### config.mk
export PLATFORM = sky130hd
export DESIGN_NAME = rdma_hdr_insert
export DESIGN_NICKNAME = d
export VERILOG_FILES = /design/src/rtl/rdma_pkg.sv /design/src/rtl/rdma_hdr_insert.sv
export SDC_FILE = /design/constraint.sdc
export NUM_CORES = 1
export LEC_CHECK = 0
export CAP_MARGIN = 10
export CORE_AREA = 2 2 610 612
export CTS_CLUSTER_DIAMETER = 200
export DETAILED_ROUTE_END_ITERATION = 10
export DIE_AREA = 0 0 612 614
export GPL_TIMING_DRIVEN = 0
export PLACE_DENSITY = 0.32
export SLEW_MARGIN = 30
export SYNTH_ARGS = -nofsm -noshare
export SYNTH_HDL_FRONTEND = slang
export SYNTH_SLANG_ARGS = --single-unit
### constraint.sdc
create_clock -name clk -period 9 [get_ports clk]
set_input_delay 0.9 -clock clk [delete_from_list [all_inputs] [get_ports clk]]
set_output_delay 0.9 -clock clk [all_outputs]
set_load 0.02 [all_outputs]
### src/rtl/rdma_pkg.sv
// ---------------------------------------------------------------------------
// rdma_pkg
// Shared definitions for the RDMA header path: header field byte offsets,
// the header-insert state encoding and a byte-enable popcount helper.
// No ports (package).
// ---------------------------------------------------------------------------
package rdma_pkg;

   // Header field byte offsets within the header beat (little-endian)
   localparam int ADDR_OFS = 0;
   localparam int LEN_OFS  = 8;
   localparam int SEQ_OFS  = 12;
   localparam int USER_OFS = 16;

   // popcount input width; covers streams up to 128 bytes wide
   localparam int POPC_W = 128;

   typedef enum logic [1:0] {
      IDLE = 2'd0,
      HDR  = 2'd1,
      DATA = 2'd2
   } state_t;

   function automatic logic [31:0] popcount(input logic [POPC_W-1:0] v);
      logic [31:0] n;
      n = '0;
      for (int i = 0; i < POPC_W; i++) begin
         n = n + {31'd0, v[i]};
      end
      return n;
   endfunction

endpackage

### src/rtl/rdma_hdr_insert.sv
// ---------------------------------------------------------------------------
// rdma_hdr_insert
// Places an RDMA header beat (addr, len, sequence number, user bytes) in
// front of each payload AXI-Stream packet, then forwards the payload with
// no added latency. Counts payload bytes and flags a mismatch against the
// commanded length.
//
// Ports
//   clk, resetn                      clock, synchronous active-low reset
//   CMD_ADDR/LEN/USER/VALID, READY   per-packet command
//   AXIS_RX_*                        payload stream in
//   AXIS_TX_*                        header beat + payload stream out
//   SEQ_NUM                          sequence number the next header carries
//   LEN_ERR                          one-cycle pulse on length mismatch
//   LEN_ERR_COUNT                    saturating mismatch count
// ---------------------------------------------------------------------------
module rdma_hdr_insert
   import rdma_pkg::*;
#(
   parameter  int STREAM_WB    = 64,
   parameter  int RDMA_HDR_LEN = 50,
   localparam int USER_WB      = RDMA_HDR_LEN - 16
) (
   input  logic                   clk,
   input  logic                   resetn,
   input  logic [63:0]            CMD_ADDR,
   input  logic [31:0]            CMD_LEN,
   input  logic [USER_WB*8-1:0]   CMD_USER,
   input  logic                   CMD_VALID,
   output logic                   CMD_READY,
   input  logic [STREAM_WB*8-1:0] AXIS_RX_TDATA,
   input  logic [STREAM_WB-1:0]   AXIS_RX_TKEEP,
   input  logic                   AXIS_RX_TVALID,
   input  logic                   AXIS_RX_TLAST,
   output logic                   AXIS_RX_TREADY,
   output logic [STREAM_WB*8-1:0] AXIS_TX_TDATA,
   output logic [STREAM_WB-1:0]   AXIS_TX_TKEEP,
   output logic                   AXIS_TX_TVALID,
   output logic                   AXIS_TX_TLAST,
   input  logic                   AXIS_TX_TREADY,
   output logic [31:0]            SEQ_NUM,
   output logic                   LEN_ERR,
   output logic [15:0]            LEN_ERR_COUNT
);

   localparam logic [STREAM_WB-1:0] HDR_KEEP =
      {{(STREAM_WB-RDMA_HDR_LEN){1'b0}}, {RDMA_HDR_LEN{1'b1}}};

   function automatic logic [15:0] sat_inc16(input logic [15:0] v);
      return (v == 16'hFFFF) ? v : v + 16'd1;
   endfunction

   state_t                r_state;
   logic [63:0]           r_addr;
   logic [31:0]           r_len;
   logic [USER_WB*8-1:0]  r_user;
   logic [31:0]           r_seq;
   logic [31:0]           r_byte_cnt;
   logic                  r_len_err;
   logic [15:0]           r_err_cnt;

   logic                  w_cmd_acc;
   logic                  w_hdr_hs;
   logic                  w_rx_hs;
   logic [31:0]           w_cnt_next;

   // Command is only taken once its first payload beat is already waiting,
   // so the header is never emitted ahead of a stalled payload source.
   // Handshake outputs are held low while reset is asserted.
   assign w_cmd_acc  = resetn & (r_state == IDLE) & CMD_VALID & AXIS_RX_TVALID;
   assign w_hdr_hs   = resetn & (r_state == HDR) & AXIS_TX_TREADY;
   assign w_rx_hs    = resetn & (r_state == DATA) & AXIS_RX_TVALID & AXIS_TX_TREADY;
   assign w_cnt_next = r_byte_cnt + popcount(POPC_W'(AXIS_RX_TKEEP));

   assign CMD_READY     = w_cmd_acc;
   assign SEQ_NUM       = r_seq;
   assign LEN_ERR       = r_len_err;
   assign LEN_ERR_COUNT = r_err_cnt;

   // Output mux: header beat built from the latched command in HDR,
   // straight pass-through of the payload in DATA.
   always_comb begin
      AXIS_TX_TDATA  = '0;
      AXIS_TX_TKEEP  = '0;
      AXIS_TX_TLAST  = 1'b0;
      AXIS_TX_TVALID = 1'b0;
      AXIS_RX_TREADY = 1'b0;
      case (r_state)
         HDR: begin
            AXIS_TX_TDATA[ADDR_OFS*8 +: 64]         = r_addr;
            AXIS_TX_TDATA[LEN_OFS*8  +: 32]         = r_len;
            AXIS_TX_TDATA[SEQ_OFS*8  +: 32]         = r_seq;
            AXIS_TX_TDATA[USER_OFS*8 +: USER_WB*8]  = r_user;
            AXIS_TX_TKEEP  = HDR_KEEP;
            AXIS_TX_TVALID = resetn;
         end
         DATA: begin
            AXIS_TX_TDATA  = AXIS_RX_TDATA;
            AXIS_TX_TKEEP  = AXIS_RX_TKEEP;
            AXIS_TX_TLAST  = AXIS_RX_TLAST;
            AXIS_TX_TVALID = resetn & AXIS_RX_TVALID;
            AXIS_RX_TREADY = resetn & AXIS_TX_TREADY;
         end
         default: ;
      endcase
   end

   // Control state, sequence number and length checking
   always_ff @(posedge clk) begin
      if (!resetn) begin
         r_state    <= IDLE;
         r_seq      <= '0;
         r_byte_cnt <= '0;
         r_len_err  <= 1'b0;
         r_err_cnt  <= '0;
      end else begin
         r_len_err <= 1'b0;
         case (r_state)
            IDLE: if (w_cmd_acc) r_state <= HDR;
            HDR: if (w_hdr_hs) begin
               r_seq      <= r_seq + 32'd1;
               r_byte_cnt <= '0;
               r_state    <= DATA;
            end
            DATA: if (w_rx_hs) begin
               r_byte_cnt <= w_cnt_next;
               if (AXIS_RX_TLAST) begin
                  r_state <= IDLE;
                  if (w_cnt_next != r_len) begin
                     r_len_err <= 1'b1;
                     r_err_cnt <= sat_inc16(r_err_cnt);
                  end
               end
            end
            default: r_state <= IDLE;
         endcase
      end
   end

   // Latched command fields (hdr_reg); pure data, no reset needed
   always_ff @(posedge clk) begin
      if (w_cmd_acc) begin
         r_addr <= CMD_ADDR;
         r_len  <= CMD_LEN;
         r_user <= CMD_USER;
      end
   end

endmodule

==> impl_metrics.py, run 1 <==
metrics = {
    "routing": {
        "wl_per_cell_um": 35.1,
        "vias": 28033,
        "routed_via_density": 3.06,
        "route.detailed.drc": 0,
        "wl_um": 322000,
        "first_pass_iters": 5,
        "antenna_left": 0,
        "drtIter0Drc": 1815,
    },
    "min_path": {
        "holdPathEnd": "LEN_ERR_COUNT[14]",
        "hold_path.class": "reg -> reg",
        "hold_depth": 2,
        "hold_start": "LEN_ERR_COUNT[14]",
    },
    "synth": {
        "synthTopCellsByArea": "edfxtp_1 44%, a22oi_1 12%, nor2b_1 9.9%, dfxtp_1 6.6%, fa_1 4.4%",
        "synth.top_cell.area_share_pct": 43.6,
        "syn_inst": 2352,
        "yosys.area.top_type": "edfxtp_1",
        "ys.flop_type": "edfxtp_1",
        "ys_ff_latch": 451,
        "synth.distinct_cells": 74,
        "ys_seq_area_share_pct": 50.2,
        "syn-num-nets": 3390,
        "synth_edf_count": 368,
        "syn_area_mm2": 0.0253,
        "synth_async_sr_flop_share_pct": 0,
        "ys_warn_count": 0,
        "syn_area_per_cell_um2": 10.8,
    },
    "setup_path": {
        "crit_start": "AXIS_RX_TKEEP[41]",
        "cp_data_arrival_time_ps": 9430,
        "critPathTopFamily": "adder cells",
        "cp-end-kind": "register",
        "crit_slowest_cell": "clkdlybuf4s50_1",
        "r2r_start": "r_byte_cnt[0]",
        "crit_chain": "clkdlybuf4s50_1 -> fa_1 -> fa_1 -> inv_1 -> fa_1 -> fa_1 -> fa_1 -> fa_1 -> fa_1 -> fa_1 -> fa_2 -> fa_1 -> and2b_1 -> o22ai_2 -> o31a_4 -> buf_6 -> nor3_2 -> o22ai_1 -> or4_4 -> or4_1 -> nand3_1 -> mux2i_1",
        "crit_top_cell": "fa_1",
        "cp-start-kind": "input pin",
        "rrSetupSlack_ps": 1190,
        "slowest_delay_ps": 790,
        "worstPathMaxFanout": 10,
        "cp_data_required_time_ps": 9690,
        "crit_buf_inv": 3,
        "r2r_cells": 20,
        "reg2reg_to": "LEN_ERR_COUNT[2]",
        "crit_cells": 22,
        "worstSetupPathType": "in -> reg",
    },
    "clock_tree": {
        "numCtsBuffers": 76,
        "clkTransAtPathRegs_ps": 60,
        "ctsHtreeMaxLevel": 3,
        "root_buffer": "clkbuf_16",
        "cts_resized": 1,
        "cts_buffer_depth": 4,
        "cts.hold.buffers_added": 0,
        "cts_tree": "yes",
        "insertion_delay_ps": 790,
        "post_cts_buffers": 0,
        "clock_sinks": 451,
    },
    "die": {
        "row_count": 224,
        "die_height_um": 614,
        "pin_count": 1579,
        "die_width_um": 612,
        "initial_core_util_pct": 6.84,
        "coreArea_mm2": 0.370,
        "die-area_mm2": 0.376,
    },
    "timing": {
        "finalMaxSlewViolations": 0,
        "finClkSkew_ps": 43.2,
        "rsz0062_at_grt": "no",
        "worst_hold_slack_ps": 495,
        "layout_min_cycle_time_ps": 8740,
        "finalSetupTns_ps": 0,
        "finalSetupViolations": 0,
        "worst_pin_slew_ps": 1120,
        "hold_viol": 0,
        "fmax_mhz": 114,
        "finalCritPeriodShare_pct": 97.1,
        "worst_slack_ps": 261,
        "maxSlewHeadroom_pct": 25.2,
    },
    "place": {
        "gp_congestion": 0.950,
        "numPortBuffers": 1578,
        "place_ws_ps": -831,
        "dp_hpwl_um": 290000,
    },
    "global_route": {
        "grt_max_degree": 27,
        "grt_pass1_vias": 28199,
        "antenna_found_initial": 288,
        "grt_pass1_wl_um": 382000,
        "overflow": 0,
        "grt_usage_pct": 16.5,
    },
    "power_and_ir_drop": {
        "powerDensity_mw_per_mm2": 193,
        "peakVddDrop_uv": 667,
        "leakage_nw": 15.1,
        "power.total_w": 0.00981,
    },
    "final_layout": {
        "area_growth_pct": 101,
        "multiInputGateArea_mm2": 0.0115,
        "nets": 5086,
        "drive_above_1_share_pct": 5.63,
        "fillers": 41827,
        "finalCoreUtilization_pct": 13.7,
        "seq_area_mm2": 0.0127,
    },
    "flow_run": {
        "cap_viol_max_count": 0,
    },
    "status": {
        "status": "completed",
    },
}
==> worst max-delay path by stage <==
| stage | end | slack [ps] |
|---|---|---|
| final | LEN_ERR_COUNT[2] | 260 |
| after global routing | LEN_ERR_COUNT[2] | 20 |
| after CTS | LEN_ERR_COUNT[2] | 30 |
| after detailed placement | LEN_ERR_COUNT[2] | -830 |
| after global placement | r_user[219] | -4920 |
| after floorplan | LEN_ERR_COUNT[2] | 890 |
==> worst reg2reg max path: stages, from the launching register on <==
cell and delay, ps:
dfxtp_1 350, inv_1 70, fa_1 570, fa_1 470, fa_1 510, fa_1 560, fa_1 440, fa_1 580
fa_1 520, fa_2 420, fa_1 410, and2b_1 260, o22ai_2 130, o31a_4 400, buf_6 170, nor3_2 260
o22ai_1 150, or4_4 590, or4_1 540, nand3_1 160, mux2i_1 180
==> synth_stat cells, types with 56 or more instances <==
cell      instances
edfxtp_1        368
nor2_1          100
clkbuf_1        181
a22oi_1         407
dfxtp_1          83
a21oi_1          81
nand2_1          64
and2_1          134
fa_1             56
inv_1            94
nor2b_1         402
==> routing by layer <==
| layer | up-vias | part of all wire [%] | global-route usage (%) | routed length, um |
|---|---|---|---|---|
| li1 | 12130 | - | - | - |
| met1 | 13718 | 35 | 17.0 | 112000 |
| met2 | 1508 | 50 | 29.0 | 161000 |
| met3 | 549 | 12 | 8.04 | 37300 |
| met4 | 128 | 3.5 | 4.98 | 11200 |
| met5 | - | 0.26 | 0 | 847 |
==> power by group <==
part	switching [W]	internal, W
combinational	0.00266	0.00180
clock	0.00126	0.00172
sequential	0.0000565	0.00232
total	0.00397	0.00584
==> cells in the final DEF, fill, tap and decap left out, drive strengths merged, types with 23 or more instances in the layout <==
cell           instances
xnor2                 33
nor2                 100
nand3                 30
inv                   98
diode                 93
ha                    32
clkbuf               280
dfxtp                 83
nand4                 23
nor2b                402
buf                   61
o21ai                 37
fa                    56
clkdlybuf4s50       1568
xor2                  33
clkinv                26
edfxtp               368
nand2                 64
a21oi                 89
a22oi                407
and2                 135
==> area by class of cell <==
| cell class | count | area share, % |
|---|---|---|
| buffer | 197 | 1.65 |
| sequential | 451 | 25.0 |
| clock inverter | 38 | 0.613 |
| multi-input combinational | 1608 | 22.6 |
| timing repair buffer | 1618 | 32.7 |
| clock buffer | 97 | 4.02 |
| inverter | 96 | 0.717 |
| antenna | 93 | 0.458 |
| tap | 4972 | 12.2 |
==> stage by stage <==
stage | cell area, um^2 | instances
global placement | 47300 | 8902
floorplan | 25300 | 2352
finish | 50800 | 9170
CTS | 50600 | 9076
detailed placement | 48200 | 8941
global route | 50600 | 9106
==> registers in the layout, summed over array words and instances, names as in the netlist <==
signal / cells
LEN_ERR: 1
LEN_ERR_COUNT: 16
SEQ_NUM: 32
r_addr: 64
r_byte_cnt: 32
r_len: 32
r_state: 2
r_user: 272
==> cell families (layout without fill, tap and decap cells) <==
kind of cell,after synthesis,after routing,synth area share [%]
buffers and inverters,293,2046,4.56
adder cells (fa/ha/maj),88,88,6.01
AO/OA/AOI/OAI,596,596,17.0
AND/OR/NAND/NOR,850,850,19.6
multiplexers,6,6,0.237
XOR/XNOR,68,68,2.46
other,0,93,0
flip-flops,451,451,50.2
Note: power is estimated with default switching activity, not from simulation.
==> run 2: changes to the inputs <==
--- a/config.mk
+++ b/config.mk
@@ -14,2 +14,3 @@
 export PLACE_DENSITY = 0.32
+export RECOVER_POWER = 100
 export SLEW_MARGIN = 30
--- a/constraint.sdc
+++ b/constraint.sdc
@@ -3,2 +3,2 @@
 set_output_delay 0.9 -clock clk [all_outputs]
-set_load 0.02 [all_outputs]
+set_load 0.005 [all_outputs]
==> impl_metrics.py, run 2 (same netlist as run 1, synthesis figures left out) <==
metrics = {
    "status": {
        "status": "complete, but fails checks",
        "violations": "max-capacitance violations, max-slew violations",
    },
    "flow_run": {
        "cap_viol_max_count": 7,
    },
    "clock_tree": {
        "ctsHtreeMaxLevel": 3,
        "cts.hold.buffers_added": 0,
        "cts_resized": 0,
        "clock_sinks": 451,
        "post_cts_buffers": 0,
        "numCtsBuffers": 77,
        "cts_buffer_depth": 4,
        "clkTransAtPathRegs_ps": 60,
        "root_buffer": "clkbuf_16",
        "insertion_delay_ps": 790,
        "cts_tree": "yes",
    },
    "setup_path": {
        "worstPathMaxFanout": 10,
        "cp-end-kind": "register",
        "worstSetupPathType": "in -> reg",
        "cp-start-kind": "input pin",
        "cp_data_arrival_time_ps": 9420,
        "cp_data_required_time_ps": 9730,
    },
    "global_route": {
        "overflow": 0,
        "grt_max_degree": 27,
        "grt_pass1_wl_um": 381000,
        "grt_pass1_vias": 27947,
        "antenna_found_initial": 325,
        "grt_usage_pct": 16.4,
    },
    "timing": {
        "hold_viol": 0,
        "fmax_mhz": 115,
        "worst_slack_ps": 311,
        "layout_min_cycle_time_ps": 8690,
        "worst_pin_slew_ps": 1950,
        "finalCritPeriodShare_pct": 96.5,
        "finalSetupTns_ps": 0,
        "maxSlewHeadroom_pct": -30.0,
        "rsz0062_at_grt": "no",
        "finClkSkew_ps": 60.9,
        "finalSetupViolations": 0,
        "finalMaxSlewViolations": 116,
    },
    "routing": {
        "wl_per_cell_um": 34.6,
        "vias": 28355,
        "antenna_left": 0,
        "first_pass_iters": 5,
        "routed_via_density": 3.05,
        "route.detailed.drc": 0,
        "drtIter0Drc": 1883,
        "wl_um": 322000,
    },
    "die": {
        "die-area_mm2": 0.376,
        "die_width_um": 612,
        "die_height_um": 614,
        "coreArea_mm2": 0.370,
        "row_count": 224,
        "initial_core_util_pct": 6.84,
        "pin_count": 1579,
    },
    "final_layout": {
        "nets": 5086,
        "final_cell_mix": "922 x dlygate4sd3_1, 652 x clkdlybuf4s50_1, 405 x a22oi_1",
        "final_common_cell": "dlygate4sd3_1",
        "area_growth_pct": 101,
        "largest_reg_flops": 272,
        "largestRegisters": "r_user: 272 flops, r_addr: 64 flops",
        "drive_above_1_share_pct": 4.53,
        "top_register": "r_user",
    },
    "place": {
        "gp_congestion": 0.950,
        "place_ws_ps": -816,
        "numPortBuffers": 1578,
        "dp_hpwl_um": 290000,
    },
    "power_and_ir_drop": {
        "powerDensity_mw_per_mm2": 193,
        "leakage_nw": 16.9,
        "peakVddDrop_uv": 701,
    },
    "min_path": {
        "hold_path.class": "reg -> reg",
    },
}
[run 2: cell count changes in the layout (fill, tap and decap cells not counted), sizes merged, moves of 2 or more]
cell           before  now
clkinv             26   29
buf                61   29
clkdlybuf4s50    1568  652
bufinv              4    9
clkbuf            280  297
dlygate4sd3         0  922
diode              93  233
inv                98   96
[run 2: worst paths after layout]
path | start | to | slack, ps | cells past startpoint
max reg2reg | r_byte_cnt[0] | LEN_ERR_COUNT[2] | 1250 | 20
min | LEN_ERR_COUNT[14] | LEN_ERR_COUNT[14] | 490 | 2
min reg2reg | LEN_ERR_COUNT[14] | LEN_ERR_COUNT[14] | 490 | 2
max | AXIS_RX_TKEEP[23] | LEN_ERR_COUNT[2] | 310 | 24
[run 2: metrics by stage]
| stage | utilization, % | cell area [um^2] | total power, W | hold WS [ps] | instances |
|---|---|---|---|---|---|
| 3_5_place_dp | 13.0 | 48200 | 0.00690 | 487 | 8941 |
| 5_1_grt | 13.6 | 50400 | 0.0105 | 520 | 9135 |
| 3_3_place_gp | 12.8 | 47300 | 0.00690 | 483 | 8902 |
| 6_report | 13.7 | 50900 | 0.00983 | 491 | 9308 |
| 2_1_floorplan | - | 25300 | 0.00512 | 454 | 2352 |
| 4_1_cts | 13.7 | 50700 | 0.0102 | 495 | 9075 |
[run 2: report_power, final]
group,switching (W),total [W],internal (W)
logic,0.00260,0.00433,0.00173
registers,0.0000555,0.00238,0.00232
clock network,0.00127,0.00313,0.00186
total,0.00392,0.00983,0.00592
[run 2: layout make-up]
cell class	instances	area [um^2]
diodes	233	583
plain buffers	197	812
clock buffers	89	2010
clock inverters	45	499
fillers	41920	319000
inverters	96	362
multi-input cells	1608	11500
flip-flops and latches	451	12700
well taps	4972	6220
repair buffers	1617	16200
[run 2: routing by layer]
metal / GRT usage (%) / wire, um
met1: 17.0 / 112000
met2: 28.9 / 160000
met3: 8.04 / 36600
met4: 5.24 / 12400
met5: 0 / 940
[run 2: worst max-delay path: stages]
cell and delay [ps]:
clkdlybuf4s50_1 410, inv_1 340, fa_1 490, fa_1 500, inv_1 50, fa_1 470, inv_1 50, fa_1 470
fa_1 560, fa_1 450, fa_1 570, fa_1 500, fa_2 410, fa_1 400, and2b_1 250, o22ai_2 120
o31a_4 400, buf_6 170, nor3_2 270, o22ai_1 150, or4_4 590, or4_1 550, nand3_1 150, mux2i_1 170
